===== src/rtl/cd_tx_sched_pkg.sv =====
// Shared types and constants for the CDBUS transmit read-side sequencer.
package cd_tx_pkg;

  typedef enum logic [2:0] {
    IDLE,
    WAIT_GRANT,
    FETCH_LEN,
    LOAD,
    SEND,
    WAIT_DONE
  } cd_tx_state_e;

  // Bytes in front of the payload: addr, dst, len.
  localparam int HDR_BYTES = 3;
  // Byte offset of the length field inside the header.
  localparam int LEN_OFS   = 2;

endpackage


===== src/rtl/cd_tx_sched_if.sv =====
// Byte stream from the transmit sequencer to the TX serializer.
interface cd_tx_sched_if;
  logic [7:0] out_data;
  logic       out_valid;
  logic       out_ready;
  logic       out_last;

  modport master (output out_data, output out_valid, output out_last, input out_ready);
  modport slave  (input  out_data, input  out_valid, input  out_last, output out_ready);
endinterface


===== src/rtl/cd_tx_sched.sv =====
// Read-side sequencer for the CDBUS TX ping-pong frame RAM.
// Waits for a committed page and bus permission, reads the frame length,
// streams header+payload to the serializer and handles abort retries.
// Optional build macro CDBUS_TX_TIMEOUT_EN adds a TX-complete watchdog that
// is treated like an arbitration abort when it expires.
module cd_tx_sched
  import cd_tx_pkg::*;
#(
  parameter int A_WIDTH   = 6,
  parameter int MAX_RETRY = 3,
  parameter int TIMEOUT_W = 16
) (
  input  logic               clk,
  input  logic               reset_n,
  input  logic               unread,
  input  logic [7:0]         rd_byte,
  output logic [A_WIDTH+1:0] rd_addr,
  output logic               rd_en,
  output logic               rd_done,
  input  logic               cancel,
  input  logic               tx_permit,
  cd_tx_sched_if.master      tx,
  input  logic               tx_abort,
  input  logic               tx_ok,
  output logic               tx_sent,
  output logic               tx_drop,
  output logic               busy
);

  localparam int BA_W  = A_WIDTH + 2;
  localparam int TOT_W = A_WIDTH + 3;
  localparam logic [TOT_W-1:0] PAGE_BYTES = TOT_W'(1) << BA_W;
  localparam logic [3:0]       RETRY_LIM  = 4'(MAX_RETRY);

  cd_tx_state_e      state_q, state_d;
  logic [BA_W-1:0]   rd_addr_q, rd_addr_d;
  logic              rd_en_q, rd_en_d;
  logic [7:0]        len_q, len_d;
  logic [3:0]        retry_q, retry_d;
  logic [7:0]        out_data_q, out_data_d;
  logic              out_valid_q, out_valid_d;
  logic              out_last_q, out_last_d;
  logic              rd_done_q, rd_done_d;
  logic              tx_sent_q, tx_sent_d;
  logic              tx_drop_q, tx_drop_d;

  logic [TOT_W-1:0]  total_cur;
  logic [TOT_W-1:0]  total_new;
  logic [3:0]        retry_inc;
  logic              is_last;
  logic              timeout_hit;
  logic              abort_evt;

  assign total_cur = TOT_W'(len_q)   + TOT_W'(HDR_BYTES);
  assign total_new = TOT_W'(rd_byte) + TOT_W'(HDR_BYTES);
  assign is_last   = ({1'b0, rd_addr_q} == (total_cur - TOT_W'(1)));
  assign retry_inc = retry_q + 4'd1;
  assign abort_evt = (state_q inside {LOAD, SEND, WAIT_DONE}) && (tx_abort || timeout_hit);

  // Next-state and next-output decode; cancel > abort > tx_ok > handshake.
  always_comb begin
    // NOTE: every signal gets a default first so no path can infer a latch.
    state_d     = state_q;
    rd_addr_d   = rd_addr_q;
    rd_en_d     = 1'b0;
    len_d       = len_q;
    retry_d     = retry_q;
    out_data_d  = out_data_q;
    out_valid_d = out_valid_q;
    out_last_d  = out_last_q;
    rd_done_d   = 1'b0;
    tx_sent_d   = 1'b0;
    tx_drop_d   = 1'b0;

    if (cancel) begin
      state_d     = IDLE;
      retry_d     = '0;
      out_valid_d = 1'b0;
      out_last_d  = 1'b0;
    end else if (abort_evt) begin
      out_valid_d = 1'b0;
      out_last_d  = 1'b0;
      if (retry_inc == RETRY_LIM) begin
        state_d   = IDLE;
        retry_d   = '0;
        rd_done_d = 1'b1;
        tx_drop_d = 1'b1;
      end else begin
        // Page stays owned, so the next grant replays the frame from byte 0.
        state_d = WAIT_GRANT;
        retry_d = retry_inc;
      end
    end else begin
      unique case (state_q)
        IDLE: begin
          if (unread) state_d = WAIT_GRANT;
        end
        WAIT_GRANT: begin
          if (tx_permit) begin
            state_d   = FETCH_LEN;
            rd_en_d   = 1'b1;
            rd_addr_d = BA_W'(LEN_OFS);
          end
        end
        FETCH_LEN: begin
          // First cycle issues the read; rd_byte is valid once rd_en has dropped.
          if (!rd_en_q) begin
            len_d = rd_byte;
            if (total_new > PAGE_BYTES) begin
              state_d   = IDLE;
              retry_d   = '0;
              rd_done_d = 1'b1;
              tx_drop_d = 1'b1;
            end else begin
              state_d   = LOAD;
              rd_addr_d = '0;
              rd_en_d   = 1'b1;
            end
          end
        end
        LOAD: begin
          if (!rd_en_q) begin
            state_d     = SEND;
            out_data_d  = rd_byte;
            out_valid_d = 1'b1;
            out_last_d  = is_last;
          end
        end
        SEND: begin
          if (tx.out_ready) begin
            out_valid_d = 1'b0;
            out_last_d  = 1'b0;
            if (out_last_q) begin
              state_d = WAIT_DONE;
            end else begin
              state_d   = LOAD;
              rd_addr_d = rd_addr_q + BA_W'(1);
              rd_en_d   = 1'b1;
            end
          end
        end
        WAIT_DONE: begin
          if (tx_ok) begin
            state_d   = IDLE;
            retry_d   = '0;
            rd_done_d = 1'b1;
            tx_sent_d = 1'b1;
          end
        end
        default: state_d = IDLE;
      endcase
    end
  end

  // State and registered-output update.
  always_ff @(posedge clk or negedge reset_n) begin
    if (!reset_n) begin
      state_q     <= IDLE;
      rd_addr_q   <= '0;
      rd_en_q     <= 1'b0;
      len_q       <= '0;
      retry_q     <= '0;
      out_data_q  <= '0;
      out_valid_q <= 1'b0;
      out_last_q  <= 1'b0;
      rd_done_q   <= 1'b0;
      tx_sent_q   <= 1'b0;
      tx_drop_q   <= 1'b0;
    end else begin
      // NOTE: non-blocking assignments so every register samples pre-edge values.
      state_q     <= state_d;
      rd_addr_q   <= rd_addr_d;
      rd_en_q     <= rd_en_d;
      len_q       <= len_d;
      retry_q     <= retry_d;
      out_data_q  <= out_data_d;
      out_valid_q <= out_valid_d;
      out_last_q  <= out_last_d;
      rd_done_q   <= rd_done_d;
      tx_sent_q   <= tx_sent_d;
      tx_drop_q   <= tx_drop_d;
    end
  end

`ifdef CDBUS_TX_TIMEOUT_EN
  logic [TIMEOUT_W-1:0] to_cnt_q;

  // Watchdog restarts whenever WAIT_DONE is entered and counts while there.
  always_ff @(posedge clk or negedge reset_n) begin
    if (!reset_n)                 to_cnt_q <= '0;
    else if (state_q != WAIT_DONE) to_cnt_q <= '0;
    else                          to_cnt_q <= to_cnt_q + TIMEOUT_W'(1);
  end

  assign timeout_hit = (state_q == WAIT_DONE) && (to_cnt_q == '1);
`else
  assign timeout_hit = 1'b0;
`endif

  assign rd_addr      = rd_addr_q;
  assign rd_en        = rd_en_q;
  assign rd_done      = rd_done_q;
  assign tx_sent      = tx_sent_q;
  assign tx_drop      = tx_drop_q;
  assign busy         = (state_q != IDLE);
  assign tx.out_data  = out_data_q;
  assign tx.out_valid = out_valid_q;
  assign tx.out_last  = out_last_q;

endmodule

===== src/flat_wrapper.sv =====
// flat-port wrapper written by rule: the top's interface ports become plain ports
module cd_tx_sched_flat import cd_tx_pkg::*;
#(
  parameter int A_WIDTH   = 6,
  parameter int MAX_RETRY = 3,
  parameter int TIMEOUT_W = 16
)
  (clk, reset_n, unread, rd_byte, rd_addr, rd_en, rd_done, cancel, tx_permit, tx_abort, tx_ok, tx_sent, tx_drop, busy, tx_out_data, tx_out_valid, tx_out_last, tx_out_ready);
  cd_tx_sched_if tx_i ();
  input  logic clk;
  input  logic reset_n;
  input  logic unread;
  input  logic [7:0] rd_byte;
  output logic [A_WIDTH+1:0] rd_addr;
  output logic rd_en;
  output logic rd_done;
  input  logic cancel;
  input  logic tx_permit;
  input  logic tx_abort;
  input  logic tx_ok;
  output logic tx_sent;
  output logic tx_drop;
  output logic busy;
  output wire logic [$bits(tx_i.out_data)-1:0] tx_out_data;
  output wire logic [$bits(tx_i.out_valid)-1:0] tx_out_valid;
  output wire logic [$bits(tx_i.out_last)-1:0] tx_out_last;
  input wire logic [$bits(tx_i.out_ready)-1:0] tx_out_ready;
  assign tx_out_data = tx_i.out_data;
  assign tx_out_valid = tx_i.out_valid;
  assign tx_out_last = tx_i.out_last;
  assign tx_i.out_ready = tx_out_ready;
  cd_tx_sched #(.A_WIDTH(A_WIDTH), .MAX_RETRY(MAX_RETRY), .TIMEOUT_W(TIMEOUT_W)) u_core (.clk(clk), .reset_n(reset_n), .unread(unread), .rd_byte(rd_byte), .rd_addr(rd_addr), .rd_en(rd_en), .rd_done(rd_done), .cancel(cancel), .tx_permit(tx_permit), .tx(tx_i), .tx_abort(tx_abort), .tx_ok(tx_ok), .tx_sent(tx_sent), .tx_drop(tx_drop), .busy(busy));
endmodule

===== config.mk =====
export PLATFORM = sky130hd
export DESIGN_NAME = cd_tx_sched_flat
export DESIGN_NICKNAME = d
export VERILOG_FILES = /design/src/rtl/cd_tx_sched_pkg.sv /design/src/rtl/cd_tx_sched_if.sv /design/src/rtl/cd_tx_sched.sv /design/src/flat_wrapper.sv
export SDC_FILE = /design/constraint.sdc
export NUM_CORES = 1
export LEC_CHECK = 0
export CORE_ASPECT_RATIO = 0.9
export CORE_UTILIZATION = 55
export DETAILED_ROUTE_END_ITERATION = 8
export GPL_TIMING_DRIVEN = 0
export PLACE_DENSITY = 0.84
export SLEW_MARGIN = 5
export SYNTH_ARGS = -nofsm -noshare
export SYNTH_HDL_FRONTEND = slang
export SYNTH_SLANG_ARGS = --single-unit

===== constraint.sdc =====
create_clock -name clk -period 4.22 [get_ports clk]
set_clock_uncertainty 0.05 [all_clocks]
set_input_delay 0.422 -clock clk [delete_from_list [all_inputs] [get_ports clk]]
set_output_delay 0.422 -clock clk [all_outputs]
set_load 0.02 [all_outputs]

# Word-level counts from Yosys, hierarchy flattened
# Index checks and enable logic that the tools add are counted.
dict set report word_totals {
  reg_bits 37
  output_inout_bits 23
}
dict set report classes {
  add_sub_neg 5
  n_lt_le_gt_ge 1
  n_eq_ne 19
  n_mux 55
  bitwise_logic 3
  n_reduce_logical 13
}
# operator n
set ops {}
lappend ops {{$mux 8} 5}
lappend ops {{$mux 1} 27}
lappend ops {{$mux 3} 9}
lappend ops {{$mux 4} 6}
lappend ops {{$pmux 8 s3} 1}
lappend ops {{$add 8x2->9 const B} 2}
lappend ops {{$pmux 3 s6} 1}
lappend ops {{$ne 4x3->1 const B} 4}
lappend ops {{$reduce_and 4->1} 3}
lappend ops {{$ne 2x2->1 const B} 5}
lappend ops {{$eq 8x9->1} 1}
lappend ops {{$gt 9x9->1 const B} 1}
lappend ops {{$reduce_bool 3->1} 3}
lappend ops {{$sub 9x1->9 const B} 1}
lappend ops {{$add 8x1->8 const B} 1}
lappend ops {{$ne 4x4->1 const B} 2}
lappend ops {{$pmux 4 s2} 1}
lappend ops {{$reduce_and 8->1} 1}
lappend ops {{$reduce_bool 4->1} 2}
lappend ops {{$eq 3x2->1 const B} 2}
lappend ops {{$eq 3x3->1 const B} 2}
lappend ops {{$pmux 1 s2} 3}
lappend ops {{$reduce_and 6->1} 1}
lappend ops {{$add 4x1->4 const B} 1}
lappend ops {{other kinds (9)} 11}

# Logic depth before layout (Yosys ltp)
# Gate-level depths: netlist of the first run.
dict set report depth {
  depth_word 7
  mapped_depth 7
  depth_no_buf 6
}

# Worst setup path before layout of the first run
# OpenSTA, ideal clock, no wires.
dict set report synth_path {
  path_type {register -> register}
  start {reg u_core.out_last_q (netlist: u_core.tx.out_last)}
  end {reg u_core.rd_addr_q[6] (netlist: u_core.rd_addr[6])}
  setup_ns 0.096
  arrival_time_ns 1.866
  setup_slack_ns 2.208
  stages_incl_launch_ff 7
  path_buffers 1
  synth_period_minus_slack_ns 2.012
  cell_sequence {dfrtp_1 -> or4bb_1 -> a21oi_1 -> o211ai_4 -> or2_1 -> buf_6 -> o31ai_1}
}
dict set report synth_via {
  elab_chain_cells 2
}
# element line
set synth_rtl {}
lappend synth_rtl {{start: declaration} cd_tx_sched.sv:42} ;# logic out_last_q, out_last_d;
lappend synth_rtl {{start signal: assignment} cd_tx_sched.sv:178} ;# out_last_q <= out_last_d;
lappend synth_rtl {{$ne 2x2->1 (no line)} --}
lappend synth_rtl {{$reduce_and 8->1 (no line)} --}
lappend synth_rtl {{end signal: assignment} cd_tx_sched.sv:172} ;# rd_addr_q <= rd_addr_d;
lappend synth_rtl {{end: declaration} cd_tx_sched.sv:36} ;# logic [BA_W-1:0] rd_addr_q, rd_addr_d;
# Every way passes these cells.
# A chain may end at the register's enable or synchronous reset.

# Worst setup path in the final report of the first run
dict set report layout_path {
  start {reg u_core.state_q[0]}
  end {out busy}
}
dict set report layout_via {
  elab_chain_cells 1
}
# element line
set layout_rtl {}
lappend layout_rtl {{start: declaration} cd_tx_sched.sv:35} ;# cd_tx_state_e state_q, state_d;
lappend layout_rtl {{start signal: assignment} cd_tx_sched.sv:171} ;# state_q <= state_d;
lappend layout_rtl {{$reduce_bool 3->1} cd_tx_sched.sv:205} ;# assign busy = (state_q != IDLE);
lappend layout_rtl {{end: declaration} flat_wrapper.sv:23} ;# output logic busy;
# Every way passes these cells.

==> metrics, run 1 <==
status=complete, no violations; GRT Overall Usage=0.2724; setup TNS=0 ns; Clk Latency, worst-skew pair=roughly 0.3 ns; # fillers=roughly 270; setup slack after layout=roughly 1.8 ns; initial antenna violation count=0; Nets=between 200 and 300; Final ANT Viol Nets=0; Critical Path RT=about 3.8 ns; Netlist cell types=46; Post-DP Area=about 2500 µm²; Yosys top cell area share=0.4554; CTS root buffer=clkbuf_8; HPWL after DPL=~3300 µm; top cells by area, synth=dfrtp_1 46%, mux2_2 8.3%, xnor2_1 4.7%; clock-pin slew on the worst setup and hold paths=0.08 ns; Worst Max-Slew Pin Slew=0.8103 ns; crit path capture type=output port; Final Slew Violations=0; RSZ-0062 raised after global routing=no; Iter 0 DRT Violations=184; worst r2r dst=u_core.len_q[2]; Starting Density=0.5888; Top FF cell, synth=dfrtp_1; post_cts resized=0; pwr/cell area=around 600 nW/µm²; maxcap violations=0; Commonest cells post-synth=37 x dfrtp_1, 18 x o21ai_0, 15 x mux2_2, 15 x nand3_1, 13 x nand2_1; met1 track demand over resource=0.3571; n_diodes=0; synthesized flop and latch total=37; Num Clock Sinks=37; CP max FO=10; Via density=slightly below 6; Slew HR=0.4598; minimum clock period after layout=2.402 ns; Max clock buf depth=2; met2 Use GR=0.4329; hold_ws=between 0.15 and 0.2 ns; syn avg cell area=between 10 and 15 µm²; Post-synth ARST share=1.000; Yosys top cell by area=dfrtp_1; H-Tree Depth=2; TritonRoute pass-1 iters=4; # DRC=0; post-synthesis sequential area ratio=0.4554; global-route wire length before repair=between 7000 and 8000 µm; Net Count, Synth=220; FP Rows=20; Final Setup Violations=0; Inserted Clock Buffers=5; Synth Cell Area=between 2000 and 2500 µm²; I/O Buffers=38; Post-Route WL=4580 µm; RePlAce Congestion=just over 0.9; final cycle utilization of the critical path=0.5691; R2R cell count=5; synthesis-to-layout area growth=26.83%; fmax=about 0.42 GHz; Multi-input gate area=1039 µm²; CORE AREA=between 3000 and 4000 µm²; # Post-CTS Setup Buffers=0; # IOs=39; Final Cell Area=between 2000 and 3000 µm²; Worst Setup Path Type=flip-flop to output port; Hold Buf Count CTS=0; CP Launch Type=flip-flop; total gr overflow=0; Routed wire per std cell=between 15 and 20 µm; synth warn=0; CTS tree=built; Reg-to-Reg Start=u_core.state_q[1]; Peak supply drop=slightly below 0.4 mV; Die ar.=a little under 4000 µm²; CP arrival=approximately 1.9 ns; vias in the first global route=approximately 1.7k; Vias=between 1.5k and 2k; Most Crowded Layer GR=met2; Setup WS pre-CTS=~1.5 ns; leak pwr=~1.1 nW; Die H=approximately 60 µm; final count of hold timing violations=0; Seq. cell area=slightly above 900 µm²; routing usage on met3=0.06489; top-count cell post-synth=dfrtp_1; Final Power=roughly 0.0016 W; Worst Hold Class=input pin to async pin; share of post-route cells with drive strength above 1=0.1341; pin count of the biggest net entering global routing=38; R2R Setup Slk=1.93 ns; synthesized instance count=200; die width=about 66 µm; EDFF count, synth=0
==> how the worst max path moves through the flow <==
stage,start,end,slack (ns)
after floorplan,u_core.tx.out_last,u_core.rd_addr[6],2.21
after global placement,tx_out_ready,u_core.rd_addr[3],1.60
after detailed placement,tx_out_ready,u_core.rd_addr[6],1.53
after CTS,u_core.state_q[0],busy,1.82
after global routing,u_core.state_q[0],busy,1.72
final,u_core.state_q[0],busy,1.82
==> layout by cell type (no fill, tap or decap), types with 5 or more instances in the layout <==
master,instances
a21oi_1,6
dfrtp_1,37
clkdlybuf4s50_1,37
mux2_2,15
inv_1,9
nand2_1,13
xnor2_1,11
nand3_1,15
o21ai_0,18
nor2_1,11
clkbuf_1,5
clkbuf_8,5
==> where the power goes <==
group | internal (W) | switching [W] | total (W)
Combinational | 0.000328 | 0.000318 | 0.000645
Sequential | 0.000465 | 0.000131 | 0.000597
Clock | 0.000177 | 0.000138 | 0.000315
Total | 0.000970 | 0.000587 | 0.00156
==> sequential cells by signal, summed over array words and instances, names as in the netlist <==
register,count
u_core.tx_sent,1
u_core.retry_q,4
u_core.tx.out_valid,1
u_core.rd_en,1
u_core.state_q,3
u_core.len_q,8
u_core.rd_addr,8
u_core.tx_drop,1
u_core.rd_done,1
u_core.tx.out_last,1
u_core.tx.out_data,8
==> per-layer routing <==
metal / part of all wire / up-vias
met5: 0 / -
met4: 0.021 / 0
met3: 0.056 / 12
met2: 0.48 / 57
met1: 0.44 / 847
li1: - / 815
==> worst max-delay path, cell delays in order (launching register included) <==
cell and delay (ns):
dfrtp_1 0.46, clkbuf_1 0.25, or3_1 0.38, clkdlybuf4s50_1 0.54
==> metrics by stage <==
step	utilization	std cells
2_1_floorplan	-	200
3_3_place_gp	0.7149	282
3_5_place_dp	0.7134	282
4_1_cts	0.7467	290
5_1_grt	0.7467	290
6_report	0.7467	290
==> cells by family (layout without fill, tap and decap cells) <==
group / Yosys count / count (layout) / share of synthesized area
and+or+nand+nor: 65 / 65 / 0.1742
AOI/OAI and AO/OA: 48 / 48 / 0.1631
DFF: 37 / 37 / 0.4554
muxes: 17 / 17 / 0.09292
buffers and inverters: 16 / 62 / 0.03384
xor gates and xnor gates: 13 / 13 / 0.05600
adders and majority gates: 4 / 4 / 0.02462
==> final cells by class <==
cell class | count | area share
clock buffers | 5 | 0.02669
well taps | 44 | 0.02135
plain buffers | 7 | 0.01359
multi-input cells | 147 | 0.4027
repair buffers | 38 | 0.1456
clock inverters | 3 | 0.01795
inverters | 9 | 0.01310
flip-flops and latches | 37 | 0.3590
Note: power is estimated with default switching activity, not from simulation.
==> run 2: changes to the inputs <==
--- a/config.mk
+++ b/config.mk
@@ -6,10 +6,10 @@
 export NUM_CORES = 1
 export LEC_CHECK = 0
 export CORE_ASPECT_RATIO = 0.9
-export CORE_UTILIZATION = 55
+export CORE_UTILIZATION = 47
 export DETAILED_ROUTE_END_ITERATION = 8
 export GPL_TIMING_DRIVEN = 0
-export PLACE_DENSITY = 0.84
+export PLACE_DENSITY = 0.76
 export SLEW_MARGIN = 5
 export SYNTH_ARGS = -nofsm -noshare
 export SYNTH_HDL_FRONTEND = slang
==> constraint.sdc (replaced) <==
create_clock -name clk -period 2.1 [get_ports clk]
set_clock_uncertainty 0.05 [all_clocks]
set_input_delay 0.21 -clock clk [delete_from_list [all_inputs] [get_ports clk]]
set_output_delay 0.21 -clock clk [all_outputs]
set_load 0.02 [all_outputs]
==> run 2 against run 1 <==
  * The flow now finishes with violations (DRC)
  * Highest routed layer unchanged
  * Global-route usage down 5.0 points
  * Critical endpoint is now u_core.rd_addr[3]
  * Flip-flop and latch count unchanged
  * Critical path type is now flip-flop to flip-flop
  * Register-to-register slack worse by 1.9 ns
  * Clock-buffer cell count unchanged
  * Largest cell class unchanged
  * Via count up 1.3%
  * Worst hold slack better by 0.31 ns
  * Largest power group unchanged
  * First-iteration DRC count down 19%
  * Sequential share of layout area down 1.6 points
==> metrics, run 2 (synthesis gave the netlist of run 1 again) <==
Routed wire per std cell=15.93 µm; Post-Route WL=between 4000 and 5000 µm; Final Cell Area=between 2000 and 3000 µm²; RePlAce Congestion=around 0.84; Num Clock Sinks=37; Multi-input gate area=between 1000 and 1500 µm²; CP max FO=9; routing usage on met3=0.04574; met2 Use GR=0.3464; Peak supply drop=0.7450 mV; minimum clock period after layout=between 2 and 2.5 ns; # fillers=334; Vias=about 1.8k; GRT Overall Usage=0.2224; die width=just over 70 µm; I/O Buffers=38; Most Crowded Layer GR=met2; Die ar.=around 4600 µm²; total gr overflow=0; global-route wire length before repair=~8000 µm; fmax=0.4932 GHz; CTS tree=built; hold_ws=0.4628 ns; worst r2r dst=u_core.rd_addr[3]; final cycle utilization of the critical path=0.9656; CTS root buffer=clkbuf_8; n_diodes=0; CP arrival=around 2.2 ns; synthesis-to-layout area growth=32.98%; pwr/cell area=approximately 1200 nW/µm²; Starting Density=0.4957; leak pwr=approximately 1.1 nW; Post-DP Area=around 2500 µm²; # IOs=39; Final Slew Violations=0; Slew HR=0.4587; maxcap violations=0; Clk Latency, worst-skew pair=0.30 ns; CORE AREA=between 4000 and 5000 µm²; failing checks=DRC; Final Setup Violations=0; TritonRoute pass-1 iters=6; commonest cells after routing, fill and taps aside=36 x clkdlybuf4s50_1, 36 x dfrtp_1, 18 x o21ai_0; H-Tree Depth=2; # DRC=2; Final ANT Viol Nets=0; initial antenna violation count=0; vias in the first global route=1675; HP Start=u_core.tx.out_data[5]; Inserted Clock Buffers=5; clock-pin slew on the worst setup and hold paths=approximately 0.08 ns; Iter 0 DRT Violations=between 100 and 150; WHS Endpoint=u_core.tx.out_data[5]; WHS Path Cells=1; HPWL after DPL=3236 µm; Via density=just under 6; CP Launch Type=flip-flop; Core Util, Final=0.6592; Critical Path RT=between 2 and 2.5 ns; met1 track demand over resource=0.2975; Nets=between 200 and 300; R2R Setup Slk=approximately 0.072 ns; pin count of the biggest net entering global routing=38; Non-Filler Instances=slightly above 300; Die H=64.40 µm; status=finished with violations; Max clock buf depth=2; crit path capture type=flip-flop; FP Rows=22; Worst Hold Class=flip-flop to flip-flop; R2R cell count=6; post-placement cell count=~290; Worst Setup Path Type=flip-flop to flip-flop; final count of hold timing violations=0; Reg-to-Reg Start=u_core.state_q[2]; Worst Max-Slew Pin Slew=just over 0.8 ns; share of post-route cells with drive strength above 1=0.2157; Seq. cell area=approximately 930 µm²
## run 2: worst max path at each step
stage	to	slack (ns)	startpoint
6_report	u_core.rd_addr[3]	0.07	u_core.state_q[2]
2_1_floorplan	u_core.rd_addr[6]	0.09	u_core.tx.out_last
3_3_place_gp	u_core.rd_addr[6]	-0.28	tx_out_ready
5_1_grt	u_core.rd_addr[3]	-0.008	u_core.state_q[2]
3_5_place_dp	u_core.rd_addr[6]	-0.30	tx_out_ready
4_1_cts	u_core.state_q[0]	0.003	u_core.retry_q[0]
## run 2: repair_timing
| item | 4_1_cts | 5_1_grt |
|---|---|---|
| hold buffers | 1 | 0 |
| cloned | 0 | 1 |
| setup endpoints to repair | 23 | 11 |
| buffers inserted | 5 | 2 |
| hold endpoints to repair | 37 | 0 |
| pin swaps | 2 | 2 |
| resized for setup | 7 | 11 |
## run 2: layer usage
metal | share of wire | up-vias | wire, µm
met3 | 0.055 | 13 | 266
met1 | 0.45 | 846 | 2195
met2 | 0.47 | 56 | 2248
li1 | - | 838 | -
met4 | 0.024 | 0 | 117
met5 | 0 | - | 0
## run 2: cell type report
| class | count | share of cell area |
|---|---|---|
| plain buffers | 7 | 0.01481 |
| inverters | 9 | 0.01249 |
| well taps | 48 | 0.02221 |
| repair buffers | 46 | 0.1615 |
| multi-input cells | 148 | 0.4035 |
| clock buffers | 5 | 0.02545 |
| flip-flops and latches | 37 | 0.3429 |
| clock inverters | 3 | 0.01712 |
## run 2: report_power, final
part | switching (W) | leakage [nW] | internal, W
sequential | 0.000267 | 0.487 | 0.000937
clock | 0.000271 | 0.0543 | 0.000355
combinational | 0.000655 | 0.605 | 0.000691
total | 0.00119 | 1.15 | 0.00198
## run 2: per-stage QoR
step	TNS [ns]	setup slack (ns)	power, W
floorplan	0	0.08803	0.001974
global placement	-7.405	-0.2834	0.002451
detailed placement	-2.819	-0.2978	0.002485
CTS	0	0.002975	0.003150
global route	-0.008414	-0.008414	0.003369
finish	0	0.07233	0.003177
## run 2: worst max-delay path, cell delays in order, from the launching register on
cell and delay [ns]:
dfrtp_1 0.42, or4b_4 0.57, o21ba_4 0.25, o211ai_4 0.08
buf_4 0.17, o21ai_0 0.24, o31ai_2 0.11
